$ cat src/rtl/fpu_op_sequencer.sv
// Command sequencer in front of the FPU core: queues {op,a,b}, issues one op at a time,
// returns results in order. Define FPU_SEQ_TIMEOUT_EN to bound WAIT and enable seq_err.
module fpu_op_sequencer #(
    parameter int CMD_DEPTH = 4,
    parameter int RES_DEPTH = 4
) (
    input  logic        clk,
    input  logic        rst,
    input  logic        cmd_valid,
    output logic        cmd_ready,
    input  logic [1:0]  cmd_op,
    input  logic [31:0] cmd_a,
    input  logic [31:0] cmd_b,
    output logic        res_valid,
    input  logic        res_ready,
    output logic [31:0] res_data,
    output logic [31:0] fpu_a,
    output logic [31:0] fpu_b,
    output logic [1:0]  fpu_op,
    output logic        fpu_start,
    input  logic        fpu_busy,
    input  logic [31:0] fpu_result,
    output logic        seq_idle,
    output logic        seq_err
);
    // state | meaning
    // IDLE  | wait for a command and result space; NOP goes straight to STORE
    // ISSUE | fpu_start high for this single cycle
    // WAIT  | operands held; wait for busy low (or timeout)
    // STORE | push captured value into the result FIFO

    localparam int CAW = $clog2(CMD_DEPTH);
    localparam int RAW = $clog2(RES_DEPTH);
    localparam logic [CAW:0] CMD_ONE = 1;
    localparam logic [RAW:0] RES_ONE = 1;

    typedef enum logic [1:0] {S_IDLE, S_ISSUE, S_WAIT, S_STORE} state_t;

    state_t       state_q, state_d;
    logic [CAW:0] cmd_wr_q, cmd_wr_d, cmd_rd_q, cmd_rd_d;
    logic [RAW:0] res_wr_q, res_wr_d, res_rd_q, res_rd_d;
    logic [1:0]   cmd_op_mem_q [CMD_DEPTH];
    logic [31:0]  cmd_a_mem_q  [CMD_DEPTH];
    logic [31:0]  cmd_b_mem_q  [CMD_DEPTH];
    logic [31:0]  res_mem_q    [RES_DEPTH];
    logic [31:0]  fpu_a_q, fpu_a_d, fpu_b_q, fpu_b_d;
    logic [1:0]   fpu_op_q, fpu_op_d;
    logic         fpu_start_q, fpu_start_d;
    logic [31:0]  capt_q, capt_d;

`ifdef FPU_SEQ_TIMEOUT_EN
    localparam logic [31:0] QNAN     = 32'h7FC0_0000;
    localparam logic [3:0]  TMO_LOAD = 4'd14;  // reaches zero on the 15th WAIT cycle
    logic [3:0] tmo_q, tmo_d;
    logic       err_q, err_d;
`endif

    logic cmd_empty, cmd_full, res_empty, res_full;
    logic cmd_push, res_push, res_pop;

    assign cmd_empty = (cmd_wr_q == cmd_rd_q);
    assign cmd_full  = (cmd_wr_q[CAW] != cmd_rd_q[CAW]) &&
                       (cmd_wr_q[CAW-1:0] == cmd_rd_q[CAW-1:0]);
    assign res_empty = (res_wr_q == res_rd_q);
    assign res_full  = (res_wr_q[RAW] != res_rd_q[RAW]) &&
                       (res_wr_q[RAW-1:0] == res_rd_q[RAW-1:0]);

    assign cmd_push = cmd_valid && !cmd_full;
    assign res_push = (state_q == S_STORE);
    assign res_pop  = !res_empty && res_ready;

    always_comb begin
        state_d     = state_q;
        cmd_wr_d    = cmd_push ? cmd_wr_q + CMD_ONE : cmd_wr_q;
        cmd_rd_d    = cmd_rd_q;
        res_wr_d    = res_push ? res_wr_q + RES_ONE : res_wr_q;
        res_rd_d    = res_pop  ? res_rd_q + RES_ONE : res_rd_q;
        fpu_a_d     = fpu_a_q;
        fpu_b_d     = fpu_b_q;
        fpu_op_d    = fpu_op_q;
        fpu_start_d = 1'b0;
        capt_d      = capt_q;
`ifdef FPU_SEQ_TIMEOUT_EN
        tmo_d       = tmo_q;
        err_d       = err_q;
`endif
        case (state_q)
            S_IDLE: begin
                if (!cmd_empty && !res_full) begin
                    cmd_rd_d = cmd_rd_q + CMD_ONE;
                    if (cmd_op_mem_q[cmd_rd_q[CAW-1:0]] != 2'b00) begin
                        fpu_a_d     = cmd_a_mem_q[cmd_rd_q[CAW-1:0]];
                        fpu_b_d     = cmd_b_mem_q[cmd_rd_q[CAW-1:0]];
                        fpu_op_d    = cmd_op_mem_q[cmd_rd_q[CAW-1:0]];
                        fpu_start_d = 1'b1;
                        state_d     = S_ISSUE;
                    end else begin
                        capt_d  = 32'h0;
                        state_d = S_STORE;
                    end
                end
            end
            S_ISSUE: begin
                state_d = S_WAIT;
`ifdef FPU_SEQ_TIMEOUT_EN
                tmo_d   = TMO_LOAD;
`endif
            end
            S_WAIT: begin
                if (!fpu_busy) begin
                    capt_d  = fpu_result;
                    state_d = S_STORE;
                end
`ifdef FPU_SEQ_TIMEOUT_EN
                else if (tmo_q == 4'd0) begin
                    capt_d  = QNAN;
                    err_d   = 1'b1;
                    state_d = S_STORE;
                end else begin
                    tmo_d = tmo_q - 4'd1;
                end
`endif
            end
            S_STORE: state_d = S_IDLE;
            default: state_d = S_IDLE;
        endcase
    end

    always_ff @(posedge clk or posedge rst) begin
        if (rst) begin
            state_q     <= S_IDLE;
            cmd_wr_q    <= '0;
            cmd_rd_q    <= '0;
            res_wr_q    <= '0;
            res_rd_q    <= '0;
            fpu_a_q     <= '0;
            fpu_b_q     <= '0;
            fpu_op_q    <= '0;
            fpu_start_q <= 1'b0;
            capt_q      <= '0;
`ifdef FPU_SEQ_TIMEOUT_EN
            tmo_q       <= '0;
            err_q       <= 1'b0;
`endif
            for (int i = 0; i < CMD_DEPTH; i++) begin
                cmd_op_mem_q[i] <= '0;
                cmd_a_mem_q[i]  <= '0;
                cmd_b_mem_q[i]  <= '0;
            end
            for (int i = 0; i < RES_DEPTH; i++) begin
                res_mem_q[i] <= '0;
            end
        end else begin
            state_q     <= state_d;
            cmd_wr_q    <= cmd_wr_d;
            cmd_rd_q    <= cmd_rd_d;
            res_wr_q    <= res_wr_d;
            res_rd_q    <= res_rd_d;
            fpu_a_q     <= fpu_a_d;
            fpu_b_q     <= fpu_b_d;
            fpu_op_q    <= fpu_op_d;
            fpu_start_q <= fpu_start_d;
            capt_q      <= capt_d;
`ifdef FPU_SEQ_TIMEOUT_EN
            tmo_q       <= tmo_d;
            err_q       <= err_d;
`endif
            if (cmd_push) begin
                cmd_op_mem_q[cmd_wr_q[CAW-1:0]] <= cmd_op;
                cmd_a_mem_q[cmd_wr_q[CAW-1:0]]  <= cmd_a;
                cmd_b_mem_q[cmd_wr_q[CAW-1:0]]  <= cmd_b;
            end
            if (res_push) begin
                res_mem_q[res_wr_q[RAW-1:0]] <= capt_q;
            end
        end
    end

    assign cmd_ready = !cmd_full;
    assign res_valid = !res_empty;
    assign res_data  = res_mem_q[res_rd_q[RAW-1:0]];
    assign fpu_a     = fpu_a_q;
    assign fpu_b     = fpu_b_q;
    assign fpu_op    = fpu_op_q;
    assign fpu_start = fpu_start_q;
    assign seq_idle  = (state_q == S_IDLE) && cmd_empty;
`ifdef FPU_SEQ_TIMEOUT_EN
    assign seq_err   = err_q;
`else
    assign seq_err   = 1'b0;
`endif

endmodule

$ cat config.mk
export PLATFORM = sky130hd
export DESIGN_NAME = fpu_op_sequencer
export DESIGN_NICKNAME = d
export VERILOG_FILES = /design/src/rtl/fpu_op_sequencer.sv
export SDC_FILE = /design/constraint.sdc
export NUM_CORES = 1
export LEC_CHECK = 0
export CAP_MARGIN = 20
export CORE_ASPECT_RATIO = 0.8
export CORE_MARGIN = 3
export CORE_UTILIZATION = 63
export DETAILED_ROUTE_END_ITERATION = 16
export DONT_BUFFER_PORTS = 1
export PLACE_DENSITY_LB_ADDON = 0.15
export SYNTH_ARGS = -nofsm -noshare
export SYNTH_HDL_FRONTEND = slang
export SYNTH_SLANG_ARGS = --single-unit
export TNS_END_PERCENT = 50
$ cat constraint.sdc
create_clock -name clk -period 22.9 [get_ports clk]
set_input_delay 6.87 -clock clk [delete_from_list [all_inputs] [get_ports clk]]
set_output_delay 6.87 -clock clk [all_outputs]
set_load 0.005 [all_outputs]
## Word level (Yosys, flattened, before mapping)

Index checks and enable logic that the tools add are counted.
Widths: inputs -> output; s select.

| operators by class | value |
|---|---|
| add/subtract/negate cells | 4 |
| reductions and logical operators | 19 |
| equal/unequal tests | 12 |
| multiplexer cells | 33 |
| bitwise operators | 4 |
| order comparisons | 6 |

Operators by type and width:

| kind | number |
|---|---|
| $bwmux 128 | 3 |
| $mux 32 | 11 |
| $bmux 32 s2 | 3 |
| $demux 32 s2 | 2 |
| $pmux 32 s2 | 1 |
| $add 3x1->3 const B | 4 |
| $ge 3x3->1 const B | 4 |
| $mux 2 | 6 |
| $not 2->3 | 4 |
| $bwmux 8 | 1 |
| $logic_and 1x1->1 | 8 |
| $pmux 2 s4 | 1 |
| $eq 3x3->1 | 2 |
| $lt 3x1->1 const B | 2 |
| $ne 2x2->1 const B | 3 |
| $bmux 2 s2 | 1 |
| $demux 2 s2 | 1 |
| $eq 2x2->1 | 2 |
| $eq 2x2->1 const B | 2 |
| $logic_not 1->1 | 4 |
| $reduce_and 2->1 | 2 |
| $reduce_and 4->1 | 1 |
| $reduce_bool 2->1 | 2 |
| $mux 1 | 3 |
| 4 further kinds | 5 |

| word-level totals | value |
|---|---|
| logic and storage cells | 104 |
| input port bits | 103 |
| register bits after elaboration | 505 |
| output and inout bits | 103 |

## Depth between registers and ports, before layout

Gate-level depths: netlist of the first run.

| logic depth | value |
|---|---|
| word-level depth | 8 |
| gate-level depth with buffers | 8 |
| mapped depth without buffers | 6 |

## Worst setup path after synthesis of the first run

OpenSTA, ideal clock, no wires.

| path | value |
|---|---|
| path kind | reg2out |
| start point | register res_rd_q[1] |
| end point | output port res_data[12] |
| stages on the path, launching flop included | 5 |
| path slack | 14.286 ns |
| buffers on the path | 3 |
| data arrival time | 1.744 ns |
| data required time | 16.030 ns |
| cells stage by stage | dfrtp_1 -> buf_2 -> buf_1 -> clkbuf_1 -> mux4_2 |

| on the way | value |
|---|---|
| longest elaborated chain between the ends | 4 |

Ends and longest elaborated chain:

| element | line | RTL |
|---|---|---|
| start, declared | 41 | `logic [RAW:0] res_wr_q, res_wr_d, res_rd_q, res_rd_d;` |
| start signal, assigned | 158 | `res_rd_q <= res_rd_d;` |
| $not 2->3 (implied by the code) | 181 | `assign res_data = res_mem_q[res_rd_q[RAW-1:0]];` |
| $bmux 32 s2 | 181 |  |
| $mux 32 (implied by the code) (2 in series) | 181 |  |
| end, declared | 16 | `output logic [31:0] res_data,` |

Every way passes these cells. The select of a mux whose other input is x is not followed.

==> flow_metrics.py, run 1 <==
metrics = {
    "clock_tree": {
        "htreeDepth": 2,
        "cts_resized": 0,
        "numCtsBuffers": 48,
        "cts_tree": "done",
        "root_buffer": "clkbuf_16",
        "clkTransAtPathRegs_ns": 0.06,
        "holdBufCountCts": 0,
        "cts_max_path_buffers": 3,
        "cts.sinks": 505,
        "post_cts_buffers": 0,
        "worstSkewPairLatency_ns": 0.56,
    },
    "hold_path": {
        "hp-class": "flop to flop",
    },
    "synthesis": {
        "synth_top_area_share_pct": 58.76,
        "ys_ff_latch": 505,
        "yosysWarnings": 0,
        "synth_top_cell_by_area": "dfrtp_1",
        "synth_edf_count": 0,
        "ys_types": 33,
        "avgSynthCellArea_um2": 14.72,
        "syn_area_um2": 21510,
        "synthCells": 1461,
        "synth_flop_cell": "dfrtp_1",
        "async_flop_share_pct": 100.0,
        "synth_nets": 1578,
        "yosys-top-cells-area": "dfrtp_1 59%, mux4_2 10%, mux2_1 7.9%, mux2_2 6.9%, mux2_4 3.4%",
        "seq_area_frac_synth_pct": 58.76,
    },
    "floorplan": {
        "die_h_um": 171.3,
        "initial_core_util_pct": 65.03,
        "rows": 59,
        "dieArea_um2": 36400,
        "die_w_um": 212.6,
        "coreArea_um2": 33070,
        "num_io_pins": 206,
    },
    "final_layout": {
        "area_delta_synth_final_pct": 9.035,
        "fill_cells": 2166,
        "nets": 1554,
        "antenna_cells": 0,
        "drive_gt1_share_pct": 26.17,
    },
    "detailed_routing": {
        "dr_total_vias": 11490,
        "wl_per_cell_um": 22.05,
        "first_iter_violations": 706,
        "routed_wl_mm": 41.86,
        "via_per_inst": 6.055,
        "ant_nets": 0,
        "dr.pass1.iters": 4,
        "drc": 0,
    },
    "setup_path": {
        "crit_fanout": 126,
        "critPathSlowestCell": "buf_4",
        "crit_type": "input port to asynchronous set/reset pin",
        "crit_required_ns": 23.60,
        "cp.arrival_ns": 10.00,
        "crit_path_cell_trace": "inv_8 -> buf_4 -> buf_4 -> buf_4 -> buf_16",
        "cp-start-kind": "input port",
        "worst_path_dominant_cell_family": "buffers and inverters",
        "end_kind": "asynchronous set/reset pin",
        "critPathMaxStageDelay_ns": 0.87,
        "critPathBufInv": 5,
        "crit_top_cell": "buf_4",
    },
    "global_routing": {
        "grt_pass1_wl_mm": 66.93,
        "antenna_found_initial": 0,
        "grt_use_total_pct": 23.47,
        "gr-total-overflow": 0,
        "first_global_vias": 11920,
        "grt_max_degree": 127,
    },
    "timing": {
        "skew_ns": 0.01751,
        "tightest_slew_ns": 1.105,
        "fin_crit_sh_pct": 40.60,
        "rsz0062_at_grt": "false",
        "setup_viol": 0,
        "final_max_slew_viol_count": 0,
        "fin_tns_setup_ns": 0,
        "fin_hold_ws_ns": 0.4759,
        "slew_headroom_pct": 26.33,
        "period_minus_slack_ns": 9.297,
        "fmax_mhz": 107.6,
        "hold_viol": 0,
    },
    "flow_run": {
        "cap_violations": 0,
    },
    "placed_design": {
        "port_buffers": 0,
        "gp_congestion": 0.7320,
        "place.detailed.hpwl_mm": 25.23,
    },
    "run_status": {
        "outcome": "completed",
    },
    "pwr": {
        "leakagePower_nw": 10.40,
        "p_per_area_nw_per_um2": 157.2,
        "ir_worst_vdd_v": 0.00009733,
    },
}
## flip-flops by register name (all words and copies together), names as in the netlist, 3 cells and up
| register | flops |
|---|---|
| cmd_b_mem_q | 128 |
| fpu_b | 32 |
| cmd_rd_q | 3 |
| res_mem_q | 128 |
| cmd_op_mem_q | 8 |
| res_rd_q | 3 |
| cmd_wr_q | 3 |
| fpu_a | 32 |
| cmd_a_mem_q | 128 |
| res_wr_q | 3 |
| capt_q | 32 |
## routing by layer
metal | GRT usage [%] | part of all wire [%] | up-vias
met5 | 0 | 0 | -
met2 | 37.52 | 49 | 210
met3 | 6.637 | 6.6 | 58
met4 | 5.464 | 1.7 | 0
met1 | 32.72 | 43 | 6094
li1 | - | - | 5130
## worst register-to-register path: cells and delay by family (launching register included)
kind,cells,cell delay [ns]
flops,1,1.05
buf+inv,1,0.81
simple gates,3,0.74
mux,1,0.51
xor+xnor,1,0.22
## logic make-up (layout without fill, tap and decap cells)
family	after synthesis	in the layout	synth area share, %
mux	466	466	30.05
fa+ha+maj	14	14	0.8145
other cells	1	1	0.01744
compound gates	140	140	3.392
xor+xnor	14	14	0.6051
buf+inv	137	147	2.950
flops	505	505	58.76
simple gates	184	184	3.415
## cells in the final DEF (no fill, tap or decap), drive strengths merged
cell type,n
nand4,1
clkinv,4
conb,1
a21oi,3
and4b,1
mux4,96
mux2i,40
xor2,4
or2,1
and2,1
mux2,330
clkbuf,76
o32a,1
o21ai,134
ha,14
bufinv,2
xnor2,10
dfrtp,505
buf,19
nand3,3
inv,46
nand2,172
a21boi,1
nand3b,2
a221oi,1
nor2,3
## per-stage QoR
stage,power [mW],cell area [µm²],cells,util [%],setup slack (ns)
3_5_place_dp,2.925,21760,1809,65.79,12.37
2_1_floorplan,2.632,21510,1461,-,1.929
6_report,3.687,23450,1898,70.91,13.60
5_1_grt,3.924,23450,1898,70.91,13.15
3_3_place_gp,2.862,21740,1808,65.73,12.45
4_1_cts,3.723,23330,1893,70.54,13.00
## cells in the mapped netlist, types with 3 or more instances
library cell,number
mux4_2,96
a21oi_1,3
buf_4,9
xor2_1,3
mux2_2,131
nand2_1,171
mux2_1,150
buf_1,4
clkbuf_1,41
mux2_4,49
dfrtp_1,505
inv_1,44
o21ai_0,134
mux2i_1,40
buf_6,6
nor2_1,3
xnor2_1,10
buf_2,33
ha_1,14
## worst paths after layout
check                                        to      startpoint  cells past startpoint  slack (ns)
min in group asynchronous       cmd_b_mem_q[47]             rst                      1        6.30
worst max-delay path              res_mem_q[81]             rst                      5       13.60
worst min register to register   res_mem_q[125]  res_mem_q[125]                      2        0.48
worst max register to register        fpu_a[25]     res_rd_q[1]                      6       19.45
worst min-delay path             res_mem_q[125]  res_mem_q[125]                      2        0.48
max in group clk                   res_data[30]     res_rd_q[0]                      2       13.70
## area by class of cell
class,count,area (µm²),share of cell area (%)
sequential,505,12650,53.93
multi-input combinational,819,8287,35.34
clock buffer,76,1468,6.259
tap,427,534.3,2.278
timing repair buffer,19,240.2,1.024
inverter,44,172.7,0.7363
clock inverter,8,101.3,0.4322
## report_power, final
part / internal, mW / switching (mW) / total, mW / leakage, nW
logic: 0.741 / 0.553 / 1.29 / 3.37
clock network: 0.460 / 0.323 / 0.784 / 0.773
registers: 1.32 / 0.285 / 1.61 / 6.26
Power figures use the tool's default switching activity.
==> run 2: changes to the inputs <==
Settings changed: CORE_UTILIZATION 63 to 57.
Clock period 22.9 ns to 8.45 ns, I/O delays scaled along.
==> flow_metrics.py, run 2 (synthesized netlist as in run 1, its figures left out) <==
metrics = {
    "setup_path": {
        "critPathBufInv": 0,
        "crit_required_ns": 5.92,
        "critPathMaxStageDelay_ns": 1.07,
        "crit_path_cell_trace": "mux4_2",
        "crit_fanout": 35,
        "end_kind": "output port",
        "critPathSlowestCell": "dfrtp_2",
        "crit_type": "flop to output port",
        "worst_path_dominant_cell_family": "flip-flops",
        "cp-start-kind": "flop",
        "cp.arrival_ns": 2.31,
    },
    "final_layout": {
        "largestRegisters": "cmd_a_mem_q: 128 flops, cmd_b_mem_q: 128 flops, res_mem_q: 128 flops",
        "nets": 1555,
        "area_delta_synth_final_pct": 9.774,
        "antenna_cells": 0,
        "drive_gt1_share_pct": 26.61,
        "mostFrequentLayoutCells": "501 x dfrtp_1, 164 x nand2_1, 150 x mux2_1",
        "final_common_cell": "dfrtp_1",
        "final_core_util_pct": 64.62,
    },
    "detailed_routing": {
        "first_iter_violations": 736,
        "ant_nets": 0,
        "dr_total_vias": 11410,
        "wl_per_cell_um": 22.03,
        "drc": 0,
        "routed_wl_mm": 43.11,
        "via_per_inst": 5.829,
        "dr.pass1.iters": 4,
    },
    "clock_tree": {
        "cts_max_path_buffers": 3,
        "cts_tree": "done",
        "post_cts_buffers": 0,
        "htreeDepth": 2,
        "cts.sinks": 505,
        "numCtsBuffers": 50,
        "cts_resized": 0,
        "root_buffer": "clkbuf_16",
        "worstSkewPairLatency_ns": 0.57,
        "holdBufCountCts": 0,
        "clkTransAtPathRegs_ns": 0.06,
    },
    "floorplan": {
        "rows": 62,
        "dieArea_um2": 40110,
        "initial_core_util_pct": 58.86,
        "die_w_um": 223.2,
        "num_io_pins": 206,
        "coreArea_um2": 36540,
        "die_h_um": 179.7,
    },
    "hold_path": {
        "hp-class": "flop to flop",
    },
    "placed_design": {
        "gp_congestion": 0.7338,
        "port_buffers": 0,
        "place.detailed.hpwl_mm": 25.90,
    },
    "global_routing": {
        "grt_pass1_wl_mm": 71.04,
        "first_global_vias": 12360,
        "busiest_layer": "met2",
        "met2_usage_pct": 34.77,
        "met3_usage_pct": 5.936,
        "gr-total-overflow": 0,
        "grt_use_total_pct": 22.14,
        "antenna_found_initial": 0,
        "use_met1_pct": 31.30,
        "grt_max_degree": 184,
    },
    "timing": {
        "skew_ns": 0.02246,
        "fin_tns_setup_ns": 0,
        "final_max_slew_viol_count": 0,
        "setup_viol": 0,
        "fmax_mhz": 206.2,
        "slew_headroom_pct": 29.24,
        "hold_viol": 0,
        "rsz0062_at_grt": "false",
        "period_minus_slack_ns": 4.850,
        "tightest_slew_ns": 1.061,
        "fin_hold_ws_ns": 0.4754,
        "fin_crit_sh_pct": 57.39,
    },
    "run_status": {
        "outcome": "completed",
    },
    "pwr": {
        "p_per_area_nw_per_um2": 430.4,
        "p_total_mw": 10.16,
        "ir_worst_vdd_v": 0.0002502,
        "leakagePower_nw": 10.45,
    },
    "flow_run": {
        "cap_violations": 0,
    },
}
run 2: cell types whose count changed in the layout (fill, tap and decap cells not counted):
cell,change
buf_16,-2
clkbuf_16,+2
clkinv_2,+3
clkinv_4,-1
clkinvlp_4,+2
bufinv_16,+2
clkbuf_1,-2
buf_4,+1
inv_8,-1
clkbuf_8,+2
run 2: area by class of cell:
class	count	area (µm²)
Fill cell	2604	12930
Sequential cell	505	12650
Multi-Input combinational cell	819	8287
Clock buffer	78	1538
Tap cell	480	600.6
Timing Repair Buffer	18	192.7
Clock inverter	13	175.2
Inverter	44	168.9
run 2: final timing paths:
kind                                     start              to  slack (ns)  cells after the start
worst max-delay path               res_rd_q[1]     res_data[1]        3.60                      1
worst min-delay path            res_mem_q[108]  res_mem_q[108]        0.48                      2
worst max register to register     res_rd_q[1]       fpu_a[30]        4.88                      6
worst min register to register  res_mem_q[108]  res_mem_q[108]        0.48                      2
max in group asynchronous                  rst     cmd_rd_q[1]        5.10                      2
min in group asynchronous                  rst   res_mem_q[90]        1.91                      1
run 2: power breakdown:
| part | switching, mW | internal, mW | leakage (nW) | total, mW |
|---|---|---|---|---|
| registers | 0.758 | 3.59 | 6.26 | 4.35 |
| clock network | 0.915 | 1.37 | 0.846 | 2.28 |
| logic | 1.54 | 1.99 | 3.34 | 3.53 |
run 2: per-layer routing:
metal | wire [µm] | share of wire, %
met4 | 809 | 1.9
met2 | 20400 | 47
met1 | 19090 | 44
met3 | 2809 | 6.5
met5 | 0 | 0
run 2: metrics by stage:
| step | instances | setup WS (ns) | cell area (µm²) |
|---|---|---|---|
| floorplan | 1461 | -0.9394 | 21510 |
| global placement | 1864 | 4.126 | 21850 |
| detailed placement | 1865 | 4.086 | 21880 |
| CTS | 1956 | 3.545 | 23590 |
| global route | 1957 | 3.489 | 23610 |
| finish | 1957 | 3.600 | 23610 |
==> run 3: changes to the inputs <==
Clock period 8.45 ns to 4.1 ns, I/O delays scaled along.
==> flow_metrics.py, run 3 (synthesized netlist as in run 1, its figures left out) <==
metrics = {
    "run_status": {
        "outcome": "completed",
    },
    "timing": {
        "final_max_slew_viol_count": 0,
        "rsz0062_at_grt": "false",
        "setup_viol": 0,
        "slew_headroom_pct": 34.34,
        "skew_ns": 0.01685,
        "fin_ws_ns": 0.6691,
        "period_minus_slack_ns": 3.431,
        "hold_viol": 0,
        "tightest_slew_ns": 0.9850,
        "fin_crit_sh_pct": 83.68,
        "fmax_mhz": 291.5,
    },
    "final_layout": {
        "drive_gt1_share_pct": 26.33,
        "final_common_cell": "dfrtp_1",
        "seq_area_um2": 12650,
        "stdcell_count": 1961,
        "largestRegisters": "cmd_a_mem_q: 128 flops, cmd_b_mem_q: 128 flops, res_mem_q: 128 flops",
        "nets": 1561,
        "area_delta_synth_final_pct": 9.785,
        "mostFrequentLayoutCells": "501 x dfrtp_1, 164 x nand2_1, 150 x mux2_1",
        "multi_input_area_um2": 8287,
        "fill_cells": 2658,
        "antenna_cells": 0,
    },
    "detailed_routing": {
        "routed_wl_mm": 43.03,
        "wl_per_cell_um": 21.94,
        "first_iter_violations": 591,
        "dr.pass1.iters": 5,
        "ant_nets": 0,
        "drc": 0,
        "via_per_inst": 5.820,
        "dr_total_vias": 11410,
    },
    "setup_path": {
        "crit_type": "flop to output port",
        "cp.arrival_ns": 2.20,
        "crit_fanout": 25,
        "crit_required_ns": 2.87,
        "cp-start-kind": "flop",
        "end_kind": "output port",
    },
    "pwr": {
        "ir_worst_vdd_v": 0.0005188,
        "leakagePower_nw": 10.44,
        "p_total_mw": 20.71,
        "p_per_area_nw_per_um2": 877.2,
    },
    "global_routing": {
        "met2_usage_pct": 35.47,
        "first_global_vias": 12350,
        "use_met1_pct": 30.79,
        "busiest_layer": "met2",
        "met3_usage_pct": 6.034,
        "antenna_found_initial": 0,
        "grt_pass1_wl_mm": 70.77,
        "grt_max_degree": 102,
        "gr-total-overflow": 0,
        "grt_use_total_pct": 22.10,
    },
    "clock_tree": {
        "root_buffer": "clkbuf_16",
        "clkTransAtPathRegs_ns": 0.06,
        "post_cts_buffers": 0,
        "cts_max_path_buffers": 3,
        "htreeDepth": 2,
        "cts.sinks": 505,
        "cts_tree": "done",
        "cts_resized": 0,
        "holdBufCountCts": 0,
        "worstSkewPairLatency_ns": 0.57,
        "numCtsBuffers": 49,
    },
    "placed_design": {
        "post-place-ws_ns": 1.103,
        "port_buffers": 0,
        "dp.cells": 1872,
        "gp_congestion": 0.7528,
        "place.detailed.hpwl_mm": 26.50,
    },
    "floorplan": {
        "initial_core_util_pct": 58.86,
        "die_w_um": 223.2,
        "rows": 62,
        "num_io_pins": 206,
        "die_h_um": 179.7,
        "coreArea_um2": 36540,
        "dieArea_um2": 40110,
    },
    "hold_path": {
        "hp-class": "flop to flop",
    },
    "flow_run": {
        "cap_violations": 0,
    },
}
run 3: power by group:
part | internal, mW | switching (mW)
Clock | 2.61 | 1.84
Combinational | 4.16 | 3.15
Sequential | 7.40 | 1.55
Total | 14.2 | 6.55
run 3: layout make-up:
type                    instances  share of cell area [%]
multi-input cells             819                   35.10
well taps                     480                   2.544
inverters                      44                  0.7154
clock buffers                  80                   6.332
clock inverters                 8                  0.4239
repair buffers                 25                   1.325
flip-flops and latches        505                   53.56
run 3: layer usage:
| metal | vias up | wire length [µm] |
|---|---|---|
| li1 | 5119 | - |
| met2 | 226 | 20830 |
| met3 | 56 | 2825 |
| met5 | - | 0 |
| met1 | 6013 | 18770 |
| met4 | 0 | 603 |
run 3: critical path, stage by stage (launching register included):
cell,delay (ns)
dfrtp_2,0.91
buf_4,0.35
mux4_2,0.37
run 3: final timing paths:
check,start,endpoint,slack [ns],depth (start not counted)
max,res_rd_q[1],res_data[27],0.67,2
min,res_mem_q[43],res_mem_q[43],0.47,2
max reg2reg,cmd_rd_q[1],cmd_a_mem_q[87],1.11,6
min reg2reg,res_mem_q[43],res_mem_q[43],0.47,2
max in group asynchronous,rst,cmd_a_mem_q[103],2.47,2
min in group asynchronous,rst,res_mem_q[118],0.64,1
run 3: per-stage QoR:
stage | util, % | area, µm² | TNS (ns) | hold WS, ns
floorplan | - | 21510 | -2012.13 | 0.4446
global placement | 60.20 | 22000 | 0 | 0.4562
detailed placement | 60.20 | 22000 | 0 | 0.4651
CTS | 64.57 | 23590 | 0 | 0.4790
global route | 64.62 | 23610 | 0 | 0.4937
finish | 64.62 | 23610 | 0 | 0.4740
